File: config.mk
export PLATFORM = sky130hd
export DESIGN_NAME = regfile_issue_flat
export DESIGN_NICKNAME = d
export VERILOG_FILES = /design/src/rtl/regfile_issue_if.sv /design/src/rtl/regfile_issue.sv /design/src/flat_wrapper.sv
export SDC_FILE = /design/constraint.sdc
export NUM_CORES = 1
export LEC_CHECK = 0
export ABC_AREA = 1
export BUFFER_PORTS_ARGS = -buffer_cell sky130_fd_sc_hd__buf_4
export CAP_MARGIN = 20
export CORE_ASPECT_RATIO = 1.4
export CORE_MARGIN = 2
export CORE_UTILIZATION = 45
export CTS_CLUSTER_DIAMETER = 200
export CTS_CLUSTER_SIZE = 20
export DETAILED_ROUTE_END_ITERATION = 8
export GPL_ROUTABILITY_DRIVEN = 0
export PLACE_DENSITY_LB_ADDON = 0.15
export SLEW_MARGIN = 5
export SYNTH_ARGS = -nofsm -noshare
export SYNTH_HDL_FRONTEND = slang
export SYNTH_SLANG_ARGS = --single-unit
File: constraint.sdc
create_clock -name clk -period 5.6 [get_ports clk]
set_clock_uncertainty 0.15 [all_clocks]
set_input_delay 0.84 -clock clk [delete_from_list [all_inputs] [get_ports clk]]
set_output_delay 0.84 -clock clk [all_outputs]
set_load 0.05 [all_outputs]
File: src/rtl/regfile_issue_if.sv
// rtl/regfile_issue_if.sv - instruction issue and ALU handshake bundle for regfile_issue
interface regfile_issue_if #(
  parameter int WORD_SIZE = 16,
  parameter int AW        = 3
) ();
  logic                 in_valid;
  logic                 in_ready;
  logic [3:0]           in_op;
  logic [AW-1:0]        in_rd;
  logic [AW-1:0]        in_rs1;
  logic [AW-1:0]        in_rs2;
  logic [WORD_SIZE-1:0] alu_a;
  logic [WORD_SIZE-1:0] alu_b;
  logic [3:0]           alu_op;
  logic [WORD_SIZE-1:0] alu_out;
  logic                 done;

  // register-file side
  modport slave (
    input  in_valid, in_op, in_rd, in_rs1, in_rs2, alu_out,
    output in_ready, alu_a, alu_b, alu_op, done
  );

  // issuer / ALU side
  modport master (
    output in_valid, in_op, in_rd, in_rs1, in_rs2, alu_out,
    input  in_ready, alu_a, alu_b, alu_op, done
  );
endinterface

File: src/rtl/regfile_issue.sv
// rtl/regfile_issue.sv - serial register-file issue stage (IDLE/EXEC/WB); optional flags via REGFILE_ISSUE_FLAGS_EN
module regfile_issue #(
  parameter int  WORD_SIZE = 16,
  parameter int  REG_COUNT = 8,
  localparam int AW        = $clog2(REG_COUNT)
) (
  input  logic                 clk,
  input  logic                 rst,
  regfile_issue_if.slave       bus,
  input  logic [AW-1:0]        dbg_addr,
  output logic [WORD_SIZE-1:0] dbg_data
`ifdef REGFILE_ISSUE_FLAGS_EN
  ,
  output logic                 flag_z,
  output logic                 flag_n
`endif
);

  typedef enum logic [1:0] {IDLE, EXEC, WB} state_t;

  state_t               state_q, state_d;
  logic                 accept;
  logic                 wr_en;
  logic [WORD_SIZE-1:0] regs [REG_COUNT];
  logic [AW-1:0]        rd_q;
  logic [WORD_SIZE-1:0] alu_a_q;
  logic [WORD_SIZE-1:0] alu_b_q;
  logic [3:0]           alu_op_q;

  // state register; reset aborts any instruction in flight
  always_ff @(posedge clk or posedge rst) begin
    if (rst) state_q <= IDLE;
    else     state_q <= state_d;
  end

  // next state, handshake and strobes
  always_comb begin
    state_d      = state_q;
    accept       = 1'b0;
    wr_en        = 1'b0;
    bus.in_ready = 1'b0;
    bus.done     = 1'b0;
    case (state_q)
      IDLE: begin
        bus.in_ready = ~rst;
        if (bus.in_valid) begin
          accept  = 1'b1;
          state_d = EXEC;
        end
      end
      EXEC: begin
        wr_en   = 1'b1;
        state_d = WB;
      end
      WB: begin
        bus.done = 1'b1;
        state_d  = IDLE;
      end
      default: state_d = IDLE;
    endcase
  end

  // operand capture at accept (reads cannot race a write since execution is serial) and write-back at EXEC
  always_ff @(posedge clk or posedge rst) begin
    if (rst) begin
      for (int i = 0; i < REG_COUNT; i++) regs[i] <= '0;
      rd_q     <= '0;
      alu_a_q  <= '0;
      alu_b_q  <= '0;
      alu_op_q <= '0;
    end else begin
      if (accept) begin
        rd_q     <= bus.in_rd;
        alu_a_q  <= regs[bus.in_rs1];
        alu_b_q  <= regs[bus.in_rs2];
        alu_op_q <= bus.in_op;
      end
      if (wr_en) regs[rd_q] <= bus.alu_out;
    end
  end

  assign bus.alu_a  = alu_a_q;
  assign bus.alu_b  = alu_b_q;
  assign bus.alu_op = alu_op_q;
  assign dbg_data   = regs[dbg_addr];

`ifdef REGFILE_ISSUE_FLAGS_EN
  // result flags follow the value written at the EXEC edge
  always_ff @(posedge clk or posedge rst) begin
    if (rst) begin
      flag_z <= 1'b0;
      flag_n <= 1'b0;
    end else if (wr_en) begin
      flag_z <= (bus.alu_out == '0);
      flag_n <= bus.alu_out[WORD_SIZE-1];
    end
  end
`endif

endmodule

File: src/flat_wrapper.sv
// flat-port wrapper written by rule: the top's interface ports become plain ports
module regfile_issue_flat 
#(
  parameter int  WORD_SIZE = 16,
  parameter int  REG_COUNT = 8,
  localparam int AW        = $clog2(REG_COUNT)
)
  (clk, rst, dbg_addr, dbg_data, bus_in_valid, bus_in_op, bus_in_rd, bus_in_rs1, bus_in_rs2, bus_alu_out, bus_in_ready, bus_alu_a, bus_alu_b, bus_alu_op, bus_done);
  regfile_issue_if #(.WORD_SIZE(WORD_SIZE), .AW((3))) bus_i ();
  input  logic clk;
  input  logic rst;
  input  logic [AW-1:0] dbg_addr;
  output logic [WORD_SIZE-1:0] dbg_data;
  input wire logic [$bits(bus_i.in_valid)-1:0] bus_in_valid;
  input wire logic [$bits(bus_i.in_op)-1:0] bus_in_op;
  input wire logic [$bits(bus_i.in_rd)-1:0] bus_in_rd;
  input wire logic [$bits(bus_i.in_rs1)-1:0] bus_in_rs1;
  input wire logic [$bits(bus_i.in_rs2)-1:0] bus_in_rs2;
  input wire logic [$bits(bus_i.alu_out)-1:0] bus_alu_out;
  output wire logic [$bits(bus_i.in_ready)-1:0] bus_in_ready;
  output wire logic [$bits(bus_i.alu_a)-1:0] bus_alu_a;
  output wire logic [$bits(bus_i.alu_b)-1:0] bus_alu_b;
  output wire logic [$bits(bus_i.alu_op)-1:0] bus_alu_op;
  output wire logic [$bits(bus_i.done)-1:0] bus_done;
  assign bus_i.in_valid = bus_in_valid;
  assign bus_i.in_op = bus_in_op;
  assign bus_i.in_rd = bus_in_rd;
  assign bus_i.in_rs1 = bus_in_rs1;
  assign bus_i.in_rs2 = bus_in_rs2;
  assign bus_i.alu_out = bus_alu_out;
  assign bus_in_ready = bus_i.in_ready;
  assign bus_alu_a = bus_i.alu_a;
  assign bus_alu_b = bus_i.alu_b;
  assign bus_alu_op = bus_i.alu_op;
  assign bus_done = bus_i.done;
  regfile_issue #(.WORD_SIZE(WORD_SIZE), .REG_COUNT(REG_COUNT)) u_core (.clk(clk), .rst(rst), .bus(bus_i), .dbg_addr(dbg_addr), .dbg_data(dbg_data));
endmodule
# Yosys cells after proc, flatten, opt, wreduce, memory -nomap -nowiden
# Index checks and enable logic that the tools add are counted.
# op_classes
n_reduce_logical	2
muxes	19
magnitude_cmp	5
eq_ne	3
bitwise_logic	5
# op_table
operator	n
$bmux 16 s3	3
$bwmux 128	1
$mux 16	7
$demux 16 s3	1
$ge 4x4->1 const B	4
$not 3->4	4
$mux 1	5
$lt 4x1->1 const B	1
$pmux 2 s2	1
$eq 2x1->1 const B	1
$eq 2x2->1 const B	1
$logic_not 2->1	1
$mux 2	1
$ne 2x2->1 const B	1
$logic_and 1x1->1	1
$not 1->1	1
# totals
ff_bits	169

# Longest topological paths before layout
# logic_depth
depth_word	6
ltp_mapped	9

# Least setup slack after synthesis
# Ideal clock, no wire load.
# synth_timing
path_type	in2out
start	input port rst
end	output port bus_in_ready
n_path_buf	0
t_arrival_ns	1.885
stages	1
path_slack_ns	2.725
path_cell_list	nor3_1
# synth_via
elab_chain_len	2
# synth_rtl
element	line_no	text
start, declared	flat_wrapper.sv:11	input logic rst;
$not 1->1	regfile_issue.sv:45	bus.in_ready = ~rst;
$mux 1	regfile_issue.sv:43	case (state_q)
end, declared	flat_wrapper.sv:20	output wire logic [$bits(bus_i.in_ready)-1:0] bus_in_ready;
# No other way between the ends.

# Worst setup path in the final report
# layout_timing
start	input port dbg_addr[0]
end	output port dbg_data[10]
# layout_via
elab_chain_len	4
# layout_rtl
element	line_no	text
start, declared	flat_wrapper.sv:12	input logic [AW-1:0] dbg_addr;
$not 3->4 (implied by the code)	regfile_issue.sv:85	assign dbg_data = regs[dbg_addr];
$bmux 16 s3	regfile_issue.sv:85	
$mux 16 (implied by the code) (2 in series)	regfile_issue.sv:85	
end, declared	flat_wrapper.sv:13	output logic [WORD_SIZE-1:0] dbg_data;
# No other way between the ends. The select of a mux whose other input is x is not followed.

==> reports/qor.yml <==
final_layout:
  syn2layout_area_growth_pct: 12.78
  final_area_um2: 11130
  layout_common_cells: "nand2_1, nand3_1, o21ai_0, dfrtp_1, inv_1"
  drive_gt1_share_pct: 9.635
  antenna_cells: 0
  fillers: 2189
  layout_commonest_cell: "nand2_1"
  nets: 1528
  layout.cells.non_filler: 1802
global_route:
  grt_max_degree: 92
  antenna_found_initial: 0
  grt.overflow.total: 0
  grt_usage_pct: 29.15
  grt_pass1_wl_mm: 51.38
  grt_pass1_vias: 9180
run_status:
  status: "completed"
clocking:
  cts.path.max_buffers: 2
  cts_tree: "yes"
  numCtsBuffers: 17
  cts.sinks: 169
  path_clk_slew_ps: 60
  cts-root-buf: "clkbuf_16"
  insertion_delay_ps: 440
  cts_resized: 0
  h-tree-depth: 4
  cts_setup_buffers: 0
  holdBufCountCts: 0
sta:
  max_slew_margin_pct: 30.72
  finalCritPeriodShare_pct: 69.45
  hold-worst-slack_ps: 328.6
  fin_setup_tns_ps: 0
  setup_violations: 0
  worst_pin_slew_ps: 1038
  hold_violations: 0
  fin_crit_ps: 3889
  rsz0062_at_grt: "no"
  fmax_mhz: 257.1
  slew_viol_final: 0
yosys:
  synth_seq_cells: 169
  syn-cell-area_um2: 9866
  yosysWarnings: 0
  yosys.cell_types.count: 20
  synth_nets: 1511
  syn_avg_cell_area_um2: 6.684
  synth-seq-area-share_pct: 42.87
  synthCells: 1476
drt:
  drt_iter0_drc: 1081
  wl_per_cell_um: 18.08
  antenna_left: 0
  drc: 0
  num_vias: 9852
  drtPass1Iterations: 7
  wirelength_mm: 32.57
  viasPerCell: 5.467
floorplan:
  die_y_um: 179.2
  die-width_um: 129.1
  dieArea_um2: 23140
  io_pins: 89
  start_util_pct: 45.46
  fp.coreArea_um2: 21700
  rows: 64
hold_path:
  worstHoldPathType: "reg -> reg"
placed_design:
  dp_hpwl_mm: 19.20
  portBuffers: 88
  dp_cells: 1771
  dpl_cell_area_um2: 10540
worst_setup_path:
  critical_path.cell_chain: "buf_4, inv_2, a21oi_1, o21ai_0, nand2_1, nand2_1, nand2_1, buf_4"
  cp_slowest_cell: "inv_2"
  slowest_delay_ps: 600
  path_class: "in -> out"
  path_max_fanout: 65
  cpMostUsedCell: "nand2_1"
  endpoint_kind: "output port"
  setup.worst_path.start_class: "primary input"
  cp_data_arrival_time_ps: 2900
  worstPathRequired_ps: 4610
power:
  peakVddDrop_v: 0.0002554
  fin_total_pwr_mw: 5.695
  leakage_nw: 5.898
  powerDensity_nw_per_um2: 511.8
run:
  drv_cap: 0
## area by class of cell
cell class,instances,area [um^2],share of cell area [%]
Clock inverter,12,152.6,1.372
Tap cell,297,371.6,3.340
Sequential cell,169,4229,38.01
Timing Repair Buffer,100,750.7,6.747
Inverter,159,601.8,5.409
Clock buffer,19,432.9,3.891
Multi-Input combinational cell,1046,4588,41.23
## metal layers
metal	wire length [um]	GRT usage, %	vias to the layer above
li1	-	-	4728
met1	14100	39.88	4577
met2	15150	46.10	481
met3	2506	5.133	66
met4	819	11.01	0
met5	0	0	-
## through the flow
step	util [%]	setup WS (ps)
CTS	51.27	1755
floorplan	-	34.91
global route	51.27	1542
finish	51.27	1711
global placement	48.58	1781
detailed placement	48.58	1755
## path summary, 6_finish.rpt
kind / start / end / slack [ps] / cells after the start
worst max-delay path: dbg_addr[0] / dbg_data[10] / 1710 / 8
worst min-delay path: u_core.bus.alu_b[5] / u_core.bus.alu_b[5] / 330 / 2
worst max register to register: u_core.state_q[0] / u_core.bus.alu_b[15] / 3330 / 7
worst min register to register: u_core.bus.alu_b[5] / u_core.bus.alu_b[5] / 330 / 2
max in group asynchronous: rst / u_core.regs[94] / 3730 / 3
min in group asynchronous: rst / u_core.bus.alu_b[12] / 430 / 2
## kinds of logic after synthesis
| family | share of synthesized area [%] |
|---|---|
| and+or+nand+nor | 33.37 |
| buffers and inverters | 10.73 |
| AOI/OAI and AO/OA | 13.04 |
| DFF | 42.87 |
## critical path: cells and delay by family
kind	cells	cell delay [ps]
AO/OA/AOI/OAI	2	370
buffers and inverters	3	1340
AND/OR/NAND/NOR	3	320
## Yosys cell counts (all sizes together)
cell type / instances / area share (%)
dfrtp: 169 / 43
a21oi: 64 / 3.2
o21ai: 193 / 9.8
buf: 62 / 3.1
nand2: 554 / 21
nor3: 2 / 0.22
nor2: 6 / 0.38
nand3: 227 / 12
clkbuf: 40 / 1.5
inv: 159 / 6.0
## registers in the layout, indices dropped and copies added, names as in the netlist
signal and count:
u_core.regs 128, u_core.state_q 2, u_core.bus.alu_op 4, u_core.rd_q 3, u_core.bus.alu_a 16, u_core.bus.alu_b 16
## report_power, final
part	switching (mW)	internal, mW	total [mW]
clock network	0.492	0.697	1.19
registers	0.337	1.79	2.13
logic	1.63	0.744	2.38
No activity file was read; power rests on OpenSTA's default activity.
